`src/rtl/bloom_filter_engine_if.sv`:
```
// rtl/bloom_filter_engine_if.sv - command/response bundle for the Bloom-filter engine
// Purpose: groups the command stream (in_*, flow key) and response stream (out_*,
//   insert_count) of bloom_filter_engine into one interface.
// Ports (signals):
//   in_valid/in_ready/in_op   command handshake and op (00 Q, 01 I, 10 C, 11 Q)
//   ip_pro/src_port/dest_port flow key fields
//   out_valid/out_ready       response handshake
//   out_op/out_hit            response payload
//   insert_count              saturating INSERT counter
// Modports: master drives commands and out_ready, slave is the engine.
interface bloom_filter_engine_if #(
  parameter int CNT_W = 16
) ();
  logic             in_valid;
  logic             in_ready;
  logic [1:0]       in_op;
  logic [71:0]      ip_pro;
  logic [15:0]      src_port;
  logic [15:0]      dest_port;
  logic             out_valid;
  logic             out_ready;
  logic [1:0]       out_op;
  logic             out_hit;
  logic [CNT_W-1:0] insert_count;

  modport master (
    output in_valid, in_op, ip_pro, src_port, dest_port, out_ready,
    input  in_ready, out_valid, out_op, out_hit, insert_count
  );

  modport slave (
    input  in_valid, in_op, ip_pro, src_port, dest_port, out_ready,
    output in_ready, out_valid, out_op, out_hit, insert_count
  );
endinterface

```
`src/rtl/bloom_filter_engine.sv`:
```
// rtl/bloom_filter_engine.sv - Bloom-filter membership engine (QUERY/INSERT/CLEAR)
// Purpose: folds a 104-bit flow key to 32 bits, derives K multiplicative-hash
//   indices into an M-bit array and probes them one per cycle; CLEAR wipes the
//   array CLR_W bits per cycle. One command in flight at a time.
// Ports:
//   clk      rising-edge clock
//   reset_n  asynchronous active-low reset
//   bus      bloom_filter_engine_if.slave (command in, response out, insert_count)
module bloom_filter_engine #(
  parameter int          KEY_W     = 104,
  parameter int          M         = 256,
  parameter int          K         = 3,
  parameter int          CLR_W     = 32,
  parameter logic [31:0] SEED_BASE = 32'h2545F491,
  parameter int          CNT_W     = 16
) (
  input logic                  clk,
  input logic                  reset_n,
  bloom_filter_engine_if.slave bus
);
  localparam int LOG2M  = $clog2(M);
  localparam int KW_PAD = ((KEY_W + 31) / 32) * 32;
  localparam int NCLR   = M / CLR_W;
  localparam int IW     = (K > 1) ? $clog2(K) : 1;
  localparam int CW     = (NCLR > 1) ? $clog2(NCLR) : 1;

  localparam logic [1:0] OP_INSERT = 2'b01;
  localparam logic [1:0] OP_CLEAR  = 2'b10;

  typedef enum logic [2:0] {S_IDLE, S_HASH, S_PROBE, S_CLEAR, S_RESP} state_t;

  state_t           state_q, state_d;
  logic [1:0]       op_q, op_d;
  logic [KEY_W-1:0] key_q, key_d;
  logic [31:0]      fold_q, fold_d;
  logic [IW-1:0]    i_q, i_d;
  logic [CW-1:0]    clr_q, clr_d;
  logic             hit_q, hit_d;
  logic [M-1:0]     arr_q, arr_d;
  logic [CNT_W-1:0] cnt_q, cnt_d;
  logic             in_ready_q, in_ready_d;
  logic             out_valid_q, out_valid_d;

  logic [31:0]      seed;
  logic [31:0]      prod;
  logic [LOG2M-1:0] idx;

  function automatic logic [31:0] fold_key(input logic [KEY_W-1:0] k);
    logic [KW_PAD-1:0] padded;
    logic [31:0]       f;
    padded = KW_PAD'(k);
    f      = '0;
    for (int w = 0; w < KW_PAD / 32; w++) f = f ^ padded[w*32 +: 32];
    return f;
  endfunction

  // Hash index for the current probe; top LOG2M bits of the truncated product.
  assign seed = SEED_BASE + 32'(i_q) * 32'h7F4A7C15;
  assign prod = (fold_q ^ seed) * 32'h9E3779B1;
  assign idx  = LOG2M'(prod >> (32 - LOG2M));

  always_comb begin
    state_d = state_q;
    op_d    = op_q;
    key_d   = key_q;
    fold_d  = fold_q;
    i_d     = i_q;
    clr_d   = clr_q;
    hit_d   = hit_q;
    arr_d   = arr_q;
    cnt_d   = cnt_q;
    case (state_q)
      S_IDLE: begin
        if (bus.in_valid) begin
          op_d    = bus.in_op;
          key_d   = KEY_W'({bus.ip_pro, bus.src_port, bus.dest_port});
          hit_d   = 1'b0;
          clr_d   = '0;
          state_d = (bus.in_op == OP_CLEAR) ? S_CLEAR : S_HASH;
        end
      end
      S_HASH: begin
        fold_d  = fold_key(key_q);
        hit_d   = 1'b1;
        i_d     = '0;
        state_d = S_PROBE;
      end
      S_PROBE: begin
        // Read uses the registered array, so a repeated index sees the earlier write.
        hit_d = hit_q & arr_q[idx];
        if (op_q == OP_INSERT) arr_d[idx] = 1'b1;
        if (i_q == IW'(K - 1)) begin
          state_d = S_RESP;
          if (op_q == OP_INSERT && cnt_q != '1) cnt_d = cnt_q + 1'b1;
        end else begin
          i_d = i_q + 1'b1;
        end
      end
      S_CLEAR: begin
        for (int b = 0; b < M; b++) begin
          if ((b / CLR_W) == int'(clr_q)) arr_d[b] = 1'b0;
        end
        if (clr_q == CW'(NCLR - 1)) begin
          cnt_d   = '0;
          state_d = S_RESP;
        end else begin
          clr_d = clr_q + 1'b1;
        end
      end
      S_RESP: begin
        if (bus.out_ready) state_d = S_IDLE;
      end
      default: state_d = S_IDLE;
    endcase
    in_ready_d  = (state_d == S_IDLE);
    out_valid_d = (state_d == S_RESP);
  end

  always_ff @(posedge clk or negedge reset_n) begin
    if (!reset_n) begin
      state_q     <= S_IDLE;
      op_q        <= '0;
      key_q       <= '0;
      fold_q      <= '0;
      i_q         <= '0;
      clr_q       <= '0;
      hit_q       <= 1'b0;
      arr_q       <= '0;
      cnt_q       <= '0;
      in_ready_q  <= 1'b1;
      out_valid_q <= 1'b0;
    end else begin
      state_q     <= state_d;
      op_q        <= op_d;
      key_q       <= key_d;
      fold_q      <= fold_d;
      i_q         <= i_d;
      clr_q       <= clr_d;
      hit_q       <= hit_d;
      arr_q       <= arr_d;
      cnt_q       <= cnt_d;
      in_ready_q  <= in_ready_d;
      out_valid_q <= out_valid_d;
    end
  end

  assign bus.in_ready     = in_ready_q;
  assign bus.out_valid    = out_valid_q;
  assign bus.out_op       = op_q;
  assign bus.out_hit      = hit_q;
  assign bus.insert_count = cnt_q;
endmodule

```
`src/flat_wrapper.sv`:
```
// flat-port wrapper written by rule: the top's interface ports become plain ports
module bloom_filter_engine_flat 
#(
  parameter int          KEY_W     = 104,
  parameter int          M         = 256,
  parameter int          K         = 3,
  parameter int          CLR_W     = 32,
  parameter logic [31:0] SEED_BASE = 32'h2545F491,
  parameter int          CNT_W     = 16
)
  (clk, reset_n, bus_in_valid, bus_in_op, bus_ip_pro, bus_src_port, bus_dest_port, bus_out_ready, bus_in_ready, bus_out_valid, bus_out_op, bus_out_hit, bus_insert_count);
  bloom_filter_engine_if #(.CNT_W(CNT_W)) bus_i ();
  input logic clk;
  input logic reset_n;
  input wire logic [$bits(bus_i.in_valid)-1:0] bus_in_valid;
  input wire logic [$bits(bus_i.in_op)-1:0] bus_in_op;
  input wire logic [$bits(bus_i.ip_pro)-1:0] bus_ip_pro;
  input wire logic [$bits(bus_i.src_port)-1:0] bus_src_port;
  input wire logic [$bits(bus_i.dest_port)-1:0] bus_dest_port;
  input wire logic [$bits(bus_i.out_ready)-1:0] bus_out_ready;
  output wire logic [$bits(bus_i.in_ready)-1:0] bus_in_ready;
  output wire logic [$bits(bus_i.out_valid)-1:0] bus_out_valid;
  output wire logic [$bits(bus_i.out_op)-1:0] bus_out_op;
  output wire logic [$bits(bus_i.out_hit)-1:0] bus_out_hit;
  output wire logic [$bits(bus_i.insert_count)-1:0] bus_insert_count;
  assign bus_i.in_valid = bus_in_valid;
  assign bus_i.in_op = bus_in_op;
  assign bus_i.ip_pro = bus_ip_pro;
  assign bus_i.src_port = bus_src_port;
  assign bus_i.dest_port = bus_dest_port;
  assign bus_i.out_ready = bus_out_ready;
  assign bus_in_ready = bus_i.in_ready;
  assign bus_out_valid = bus_i.out_valid;
  assign bus_out_op = bus_i.out_op;
  assign bus_out_hit = bus_i.out_hit;
  assign bus_insert_count = bus_i.insert_count;
  bloom_filter_engine #(.KEY_W(KEY_W), .M(M), .K(K), .CLR_W(CLR_W), .SEED_BASE(SEED_BASE), .CNT_W(CNT_W)) u_core (.clk(clk), .reset_n(reset_n), .bus(bus_i));
endmodule
```
`config.mk`:
```
export PLATFORM = sky130hd
export DESIGN_NAME = bloom_filter_engine_flat
export DESIGN_NICKNAME = d
export VERILOG_FILES = /design/src/rtl/bloom_filter_engine_if.sv /design/src/rtl/bloom_filter_engine.sv /design/src/flat_wrapper.sv
export SDC_FILE = /design/constraint.sdc
export NUM_CORES = 1
export LEC_CHECK = 0
export ABC_AREA = 1
export BUFFER_PORTS_ARGS = -buffer_cell sky130_fd_sc_hd__buf_2
export CAP_MARGIN = 20
export CORE_UTILIZATION = 65
export CTS_CLUSTER_SIZE = 28
export DETAILED_ROUTE_END_ITERATION = 8
export PLACE_DENSITY = 0.83
export SLEW_MARGIN = 5
export SYNTH_ARGS = -nofsm -noshare
export SYNTH_HDL_FRONTEND = slang
export SYNTH_SLANG_ARGS = --single-unit
```
`constraint.sdc`:
```
create_clock -name clk -period 15.4 [get_ports clk]
set_input_delay 3.08 -clock clk [delete_from_list [all_inputs] [get_ports clk]]
set_output_delay 3.08 -clock clk [all_outputs]
set_load 0.005 [all_outputs]
```
* Word level (Yosys, flattened, before mapping)
Cells that the tools add are included.
Widths: inputs -> output; s select.
** Word-level totals
- Register bits :: 421
- Output and inout port bits :: 21
- Word-level logic and storage cells :: 117
** Operators by class
- $add $sub $neg :: 4
- Multipliers :: 2
- Order comparisons :: 2
- Equal/unequal tests :: 32
- Muxes and demuxes :: 31
- Bitwise operators :: 6
- Reduce and logical (&&, ||, !) cells :: 22
** Operators by type and width (count)
- $pmux 256 s2 :: 1
- $mux 256 :: 1
- $or 256x256->256 :: 1
- $xor 32x32->32 :: 3
- $mux 16 :: 3
- $add 30x32->32 const A :: 1
- $mul 2x31->32 const B :: 1
- $mul 32x32->32 const B :: 1
- $pmux 16 s2 :: 1
- $xor 32x8->32 :: 1
- $reduce_and 3->1 :: 9
- $ne 2x1->1 const B :: 12
- $mux 3 :: 6
- $add 16x1->16 const B :: 1
- $ne 16x16->1 const B :: 1
- $pmux 3 s5 :: 1
- $eq 3x3->1 const A :: 4
- $mux 1 :: 11
- $eq 3x3->1 const B :: 3
- $logic_not 3->1 :: 3
- $lt 8x9->1 const B :: 1
- $bmux 1 s8 :: 1
- $demux 1 s8 :: 1
- $ge 8x1->1 const B :: 1
- 19 further kinds :: 30

* Logic depth before layout (Yosys ltp)
Gate-level depths: netlist of the first run.
- Word-level depth :: 11
- Mapped depth :: 50
- Depth with buffers taken out :: 49

* Least setup slack after synthesis of the first run
Ideal clock, no wire load.
- Path kind :: register -> register
- Start :: register u_core.i_q[0]
- End :: register u_core.arr_q[40]
- Setup time :: 0.078 ns
- Data arrival time :: 8.393 ns
- Data required time :: 15.322 ns
- Path slack :: 6.929 ns
- Cell stages (with the launch flop) :: 37
- Path buffers :: 3
- Period minus slack after synthesis :: 8.471 ns
- Path through :: dfrtp_1 -> buf_4 -> inv_2 -> ha_1 -> xor2_1 -> nand2_1 -> nand2_2 -> inv_2 -> ha_1 -> or2_2 -> fa_1 -> fa_1 -> inv_1 -> fa_1 -> inv_1 -> fa_1 -> fa_1 -> fa_1 -> inv_1 -> fa_1 -> inv_1 -> ha_1 -> a21oi_1 -> nor2_1 -> o21ai_0 -> nand2_1 -> a21oi_1 -> nand2_1 -> nand2_1 -> nand2_1 -> nor2_2 -> buf_6 -> inv_1 -> nor2_1 -> buf_2 -> nand3_1 -> a21oi_1
** Between the ends
- Word-level cells in the longest chain between the ends :: 11
- Elaborated cells on any way between the ends :: 12
** Ends and longest elaborated chain
- start, declared :: RTL line bloom_filter_engine.sv:36 : logic [IW-1:0] i_q, i_d;
- start signal, assigned :: RTL line bloom_filter_engine.sv:137 : i_q <= i_d;
- $mul 2x31->32 (*) :: RTL line bloom_filter_engine.sv:58 : assign seed = SEED_BASE + 32'(i_q) * 32'h7F4A7C15;
- $add 30x32->32 (*) :: RTL line bloom_filter_engine.sv:58
- $xor 32x32->32 (*) :: RTL line bloom_filter_engine.sv:59 : assign prod = (fold_q ^ seed) * 32'h9E3779B1;
- $mul 32x32->32 (*) :: RTL line bloom_filter_engine.sv:59
- $lt 8x9->1 (not written as such) / $ge 8x1->1 (equally long branches) :: RTL line bloom_filter_engine.sv:91 : if (op_q == OP_INSERT) arr_d[idx] = 1'b1;
- $logic_and 1x1->1 (not written as such) :: RTL line bloom_filter_engine.sv:91
- $mux 1 (not written as such) :: RTL line bloom_filter_engine.sv:91
- $demux 1 s8 (*)
- $or 256x256->256 (no line) (*)
- $mux 256 (*) :: RTL line bloom_filter_engine.sv:91
- $pmux 256 s2 (*) :: RTL line bloom_filter_engine.sv:72 : case (state_q)
- end signal, assigned :: RTL line bloom_filter_engine.sv:140 : arr_q <= arr_d;
- end, declared :: RTL line bloom_filter_engine.sv:39 : logic [M-1:0] arr_q, arr_d;
Every way passes the cells marked *; elsewhere a longest branch is shown, timed or not. The select of a mux whose other input is x is not followed.
A chain may end at the register's enable or synchronous reset.

* Worst setup path after layout of the first run
- Start :: register u_core.i_q[0]
- End :: register u_core.hit_q, in the netlist u_core.bus.out_hit
** Between the ends
- Word-level cells in the longest chain between the ends :: 8
** Ends and longest elaborated chain
- $mul 2x31->32 :: RTL line bloom_filter_engine.sv:58
- $add 30x32->32 :: RTL line bloom_filter_engine.sv:58
- $xor 32x32->32 :: RTL line bloom_filter_engine.sv:59
- $mul 32x32->32 :: RTL line bloom_filter_engine.sv:59
- $bmux 1 s8 :: RTL line bloom_filter_engine.sv:90 : hit_d = hit_q & arr_q[idx];
- $mux 1 (not written as such) :: RTL line bloom_filter_engine.sv:90
- $and 1x1->1 :: RTL line bloom_filter_engine.sv:90
- $pmux 1 s3 :: RTL line bloom_filter_engine.sv:72
- end signal, assigned :: RTL line bloom_filter_engine.sv:139 : hit_q <= hit_d;
- end, declared :: RTL line bloom_filter_engine.sv:38 : logic hit_q, hit_d;
Every way passes these cells. The select of a mux whose other input is x is not followed.

==> flow_summary_export.csv, run 1 <==
group,metric,value,unit
logic_synthesis,async_flop_share,1.00,
clock_tree,numCtsBuffers,44,
grt,grt_use_met1,0.473,
die,fp-row-count,79,
setup_path,cp.required,15830,ps
timing,tightest_slew,1160,ps
grt,grt_antenna_before_repair,1,
die,initial_utilization,0.666,
setup_path,endpoint_kind,"flop",
setup_path,crit_type,"flop to flop",
detailed_routing,post_drt_via_cell_ratio,5.67,
placed_design,dpl.hpwl,55900,µm
hold_path,min_to,"u_core.key_q[70]$_DFFE_PN0P_",
detailed_routing,wirelength,81000,µm
logic_synthesis,synth_cells,3818,
setup_path,cp_max_fo,99,
logic_synthesis,syn_area,31300,µm²
final_layout,final_common_cell,"nand2_1",
timing,slew_headroom,0.225,
grt,globalRouteOverflowTotal,0,
detailed_routing,drt_first_pass_iters,6,
final_layout,layout_common_cells,"nand2_1 (1078), inv_1 (662), dfrtp_1 (420), nand3_1 (276), a21oi_1 (242)",
clock_tree,root_buffer,"clkbuf_16",
clock_tree,cts_setup_buffers,0,
clock_tree,cts-hold-fix-buffers,0,
setup_path,max_stage_delay,890,ps
hold_path,hp-start,"u_core.key_q[70]$_DFFE_PN0P_",
final_layout,fillers,3370,
logic_synthesis,postSynthNetCount,4322,
logic_synthesis,synth_edf_count,0,
grt,grt_pass1_vias,25600,
setup_path,path_common_cell,"nand2_1",
placed_design,routabilityCongestion,0.990,
clock_tree,cts_sinks,421,
clock_tree,clk_pin_slew,60,ps
grt,grt_pass1_wl,133000,µm
logic_synthesis,syn_avg_cell_area,8.19,µm²
detailed_routing,drc_errors,0,
timing,hold_viol,0,
hold_path,min_path_cells,2,
die,coreArea,47000,µm²
final_layout,antennaDiodeCount,0,
final_layout,area_growth,8.76,%
final_layout,drive_gt1_frac,0.123,
setup_path,critPathBufInv,7,
timing,fin_tns_setup,0,ps
grt,grt_usage,0.341,
timing,fin_crit_sh,0.701,
setup_path,timing.rr.end,"u_core.bus.out_hit$_DFFE_PN0P_",
logic_synthesis,synth-main-ff-cell,"dfrtp_1",
timing,drv_slew,0,
setup_path,cp.depth,36,
detailed_routing,post_drt_wl_per_cell,17.9,µm
setup_path,crit_family,"adder cells",
clock_tree,clk_latency,600,ps
clock_tree,cts_buffer_depth,3,
detailed_routing,antenna_left,0,
logic_synthesis,ys_types,47,
timing,setup_viol,0,
timing,rsz0062_at_grt,"false",
die,ios,131,
clock_tree,cts_resized,0,
detailed_routing,routed-via-count,25600,
clock_tree,cts_tree,"yes",
timing,fmaxAchievable,92.6,MHz
setup_path,cpMaxStageDelayCell,"xnor2_1",
clock_tree,cts_max_level,2,
placed_design,numPortBuffers,130,
final_layout,finalNetCount,4382,
status,status,"complete, no violations",
die,die-height,221,µm
setup_path,r2r_cells,36,
setup_path,rrSetupSlack,4600,ps
die,dieArea,49000,µm²
grt,grt_util_met3,0.0688,
grt,grt_max_degree,159,
timing,fin_worst_skew,35.8,ps
hold_path,min_path_type,"flop to flop",
logic_synthesis,ys_ff_latch,421,
timing,layout_min_cycle_time,10800,ps
detailed_routing,initialDrtViolationCount,2619,
setup_path,critical_path_arrival,11230,ps
grt,grt-busiest-layer,"met2",
setup_path,r2r-start,"u_core.i_q[0]$_DFFE_PN0P_",
die,chipWidth,221,µm
run,maxCapViolCount,0,
timing,holdWs,500,ps
setup_path,startpoint_type,"flop",
logic_synthesis,ys_seq_area_frac,0.337,
logic_synthesis,yosys_warnings,0,
grt,grt_use_met2,0.536,
-- worst max path at each step --
stage	startpoint	to	slack (ps)
2_1_floorplan	u_core.i_q[0]$_DFFE_PN0P_	u_core.arr_q[40]$_DFFE_PN0P_	6930
6_report	u_core.i_q[0]$_DFFE_PN0P_	u_core.bus.out_hit$_DFFE_PN0P_	4600
3_3_place_gp	u_core.i_q[0]$_DFFE_PN0P_	u_core.bus.out_hit$_DFFE_PN0P_	5050
3_5_place_dp	u_core.i_q[0]$_DFFE_PN0P_	u_core.bus.out_hit$_DFFE_PN0P_	4810
5_1_grt	u_core.i_q[0]$_DFFE_PN0P_	u_core.bus.out_hit$_DFFE_PN0P_	3920
4_1_cts	u_core.i_q[0]$_DFFE_PN0P_	u_core.bus.out_hit$_DFFE_PN0P_	4750
-- registers in the layout, indices dropped and copies added, names as in the netlist --
name	count
u_core.i_q	2
u_core.key_q	104
u_core.clr_q	3
u_core.bus.out_hit	1
u_core.bus.insert_count	16
u_core.bus.out_valid	1
u_core.bus.in_ready	1
u_core.bus.out_op	2
u_core.arr_q	256
u_core.state_q	3
u_core.fold_q	32
-- layout make-up --
type	count	area (µm²)	area share
tap	607	759	0.0223
inverter	674	2530	0.0744
multi-input combinational	2562	17500	0.515
clock buffer	62	1290	0.0380
timing repair buffer	175	1080	0.0317
sequential	421	10500	0.310
clock inverter	18	300	0.00883
-- routing by layer --
layer  share of wire  routed length, µm
met1            0.41              33000
met2            0.46              37400
met3           0.097               7860
met4           0.035               2800
met5               0                  0
-- synth_stat cells, types with 2 or more instances --
cell type  count  area (µm²)
nand2_1     1080        4050
inv_1        663        2490
dfrtp_1      420       10500
nand3_1      277        1390
a21oi_1      248        1240
fa_1         198        3960
ha_1         196        2450
nor2_1       111         417
clkbuf_1      88         330
nand3_2       88         881
o21ai_0       83         415
xnor2_1       76         666
xor2_1        57         499
a21oi_2       51         447
buf_2         25         125
buf_6         19         214
buf_1         16        60.1
nor3_4        16         260
nand2_2       14        87.6
buf_4         13        97.6
nand4_1       11        68.8
inv_2         10        37.5
nor2_2         6        37.5
nor3_1         6        30.0
o21bai_1       5        37.5
nand3_4        4        70.1
a211oi_1       3        22.5
a21o_1         3        22.5
nand2_4        3        33.8
nand3b_1       3        22.5
nor4_1         3        18.8
o21ai_1        3        15.0
nand2_8        2        40.0
nor2_4         2        22.5
or2_2          2        12.5
xnor2_4        2        55.1
-- worst register-to-register path: cells and delay by family, from the launching register on --
| family | cells | cell delay [ps] |
|---|---|---|
| buffers and inverters | 7 | 1750 |
| adders and majority gates | 10 | 4480 |
| AOI/OAI and AO/OA | 3 | 630 |
| xor gates and xnor gates | 1 | 890 |
| and+or+nand+nor | 15 | 2270 |
| DFF | 1 | 620 |
-- cells by family after synthesis --
| logic type | Yosys count | synth area share |
|---|---|---|
| xor+xnor | 135 | 0.0390 |
| buf+inv | 835 | 0.107 |
| flops | 421 | 0.337 |
| fa+ha+maj | 394 | 0.205 |
| compound gates | 402 | 0.0723 |
| simple gates | 1631 | 0.239 |
-- through the flow --
| step | setup slack, ps | utilization | std cells | cell area [µm²] |
|---|---|---|---|---|
| finish | 4600 | 0.724 | 4519 | 34000 |
| CTS | 4750 | 0.722 | 4514 | 33900 |
| global placement | 5050 | 0.688 | 4432 | 32300 |
| floorplan | 6930 | - | 3818 | 31300 |
| detailed placement | 4810 | 0.688 | 4434 | 32300 |
| global route | 3920 | 0.724 | 4519 | 34000 |
Power of run 1 is left out: the tool's default activity adds up to more than one toggle a clock period on the data nets, which glitch-free logic cannot reach.
==> run 2: changes to the inputs <==
CORE_UTILIZATION = 57   (was 65)
PLACE_DENSITY = 0.77   (was 0.83)
clock period = 9.15 ns   (was 15.4 ns; I/O delays follow)
==> flow_summary_export.csv, run 2 (same netlist as run 1, synthesis figures left out) <==
group,metric,value,unit
placed_design,routabilityCongestion,0.989,
final_layout,drive_gt1_frac,0.140,
detailed_routing,antenna_left,0,
detailed_routing,drt_first_pass_iters,7,
grt,grt_antenna_before_repair,3,
setup_path,rrSetupSlack,360,ps
placed_design,placed_cells,4590,
timing,fin_ws,356,ps
final_layout,finalNetCount,4451,
hold_path,min_path_cells,2,
setup_path,endpoint_kind,"flop",
setup_path,r2r_cells,45,
setup_path,crit_type,"flop to flop",
detailed_routing,post_drt_wl_per_cell,17.8,µm
setup_path,r2r-start,"u_core.i_q[0]$_DFFE_PN0P_",
timing,fin_crit_sh,0.961,
detailed_routing,initialDrtViolationCount,2291,
final_layout,fin_util,0.644,
clock_tree,numCtsBuffers,45,
setup_path,cp.required,9590,ps
timing,layout_min_cycle_time,8790,ps
final_layout,stdcell_count,4679,
detailed_routing,routed-via-count,25600,
die,fp-row-count,85,
timing,drv_slew,0,
final_layout,largest_register_ffs,256,
timing,tightest_slew,1030,ps
timing,setup_viol,0,
setup_path,cp_max_fo,35,
detailed_routing,post_drt_via_cell_ratio,5.48,
placed_design,numPortBuffers,130,
detailed_routing,drc_errors,0,
setup_path,timing.rr.end,"u_core.bus.out_hit$_DFFE_PN0P_",
clock_tree,cts_buffer_depth,3,
die,initial_utilization,0.579,
grt,grt_pass1_vias,25500,
grt,grt_pass1_wl,134000,µm
clock_tree,cts_sinks,421,
final_layout,top_register,"u_core.arr_q",
die,dieArea,55800,µm²
timing,rsz0062_at_grt,"true",
setup_path,cpMaxStageDelayCell,"fa_1",
grt,grt_usage,0.304,
die,die-height,236,µm
placed_design,dpl.hpwl,58700,µm
final_layout,design_area,34800,µm²
clock_tree,root_buffer,"clkbuf_16",
setup_path,critical_path_arrival,9240,ps
timing,slew_headroom,0.314,
timing,hold_viol,0,
die,ios,131,
clock_tree,clk_pin_slew,60,ps
final_layout,final_common_cell,"nand2_1",
timing,fmaxAchievable,114,MHz
hold_path,min_path_type,"flop to flop",
final_layout,top_regs,"u_core.arr_q: 256 flops, u_core.key_q: 104 flops, u_core.fold_q: 32 flops",
setup_path,worstSetupStartpoint,"u_core.i_q[0]$_DFFE_PN0P_",
grt,grt_max_degree,168,
detailed_routing,wirelength,83400,µm
die,chipWidth,236,µm
final_layout,area_growth,11.3,%
die,coreArea,54000,µm²
setup_path,startpoint_type,"flop",
setup_path,crit_path_end,"u_core.bus.out_hit$_DFFE_PN0P_",
clock_tree,cts_max_level,2,
grt,globalRouteOverflowTotal,0,
clock_tree,cts_tree,"yes",
final_layout,layout_common_cells,"nand2_1 (1077), inv_1 (661), dfrtp_1 (420), nand3_1 (276), a21oi_1 (241)",
clock_tree,clk_latency,600,ps
placed_design,dpl_cell_area,33000,µm²
setup_path,path_common_cell,"nand2_1",
timing,fin_worst_skew,36.2,ps
status,status,"complete, no violations",
placed_design,pre_cts_slack,260,ps
setup_path,max_stage_delay,560,ps
run,maxCapViolCount,0,
[run 2: metal layers]
metal | track usage | share of wire
met5 | 0 | 0.00016
met4 | 0.116 | 0.037
met3 | 0.0667 | 0.093
met2 | 0.471 | 0.45
met1 | 0.418 | 0.42
[run 2: worst max-delay path: cells and delay by family (launching register included)]
kind / cells / cell delay [ps]
flops: 1 / 350
buf+inv: 9 / 820
fa+ha+maj: 10 / 4380
xor+xnor: 1 / 330
simple gates: 25 / 2740
[run 2: worst min path at each step]
stage | from | to | slack [ps]
floorplan | u_core.fold_q[29]$_DFFE_PN0P_ | u_core.fold_q[29]$_DFFE_PN0P_ | 450
CTS | u_core.key_q[84]$_DFFE_PN0P_ | u_core.key_q[84]$_DFFE_PN0P_ | 500
global placement | u_core.fold_q[29]$_DFFE_PN0P_ | u_core.fold_q[29]$_DFFE_PN0P_ | 470
detailed placement | u_core.key_q[84]$_DFFE_PN0P_ | u_core.key_q[84]$_DFFE_PN0P_ | 480
finish | u_core.key_q[93]$_DFFE_PN0P_ | u_core.key_q[93]$_DFFE_PN0P_ | 500
global route | u_core.key_q[85]$_DFFE_PN0P_ | u_core.key_q[85]$_DFFE_PN0P_ | 510
[run 2: layout make-up]
class / count / area [µm²]
clock inverters: 15 / 239
diodes: 1 / 2.50
clock buffers: 67 / 1350
multi-input cells: 2562 / 17600
flip-flops and latches: 421 / 10500
repair buffers: 243 / 1700
well taps: 696 / 871
inverters: 674 / 2530
fillers: 4448 / 19200
[run 2: through the flow]
| step | hold WS, ps | setup TNS, ps |
|---|---|---|
| 2_1_floorplan | 453 | 0 |
| 3_3_place_gp | 472 | 0 |
| 3_5_place_dp | 484 | 0 |
| 4_1_cts | 501 | 0 |
| 5_1_grt | 509 | -121 |
| 6_report | 498 | 0 |
[run 2: timing repair]
action | CTS | global route
hold buffers | 0 | 0
resized for setup | 0 | 14
setup endpoints to repair | 0 | 202
setup buffers | 0 | 4
endpoints found under the hold margin | 0 | 0
Power of run 2 is left out for the same reason.
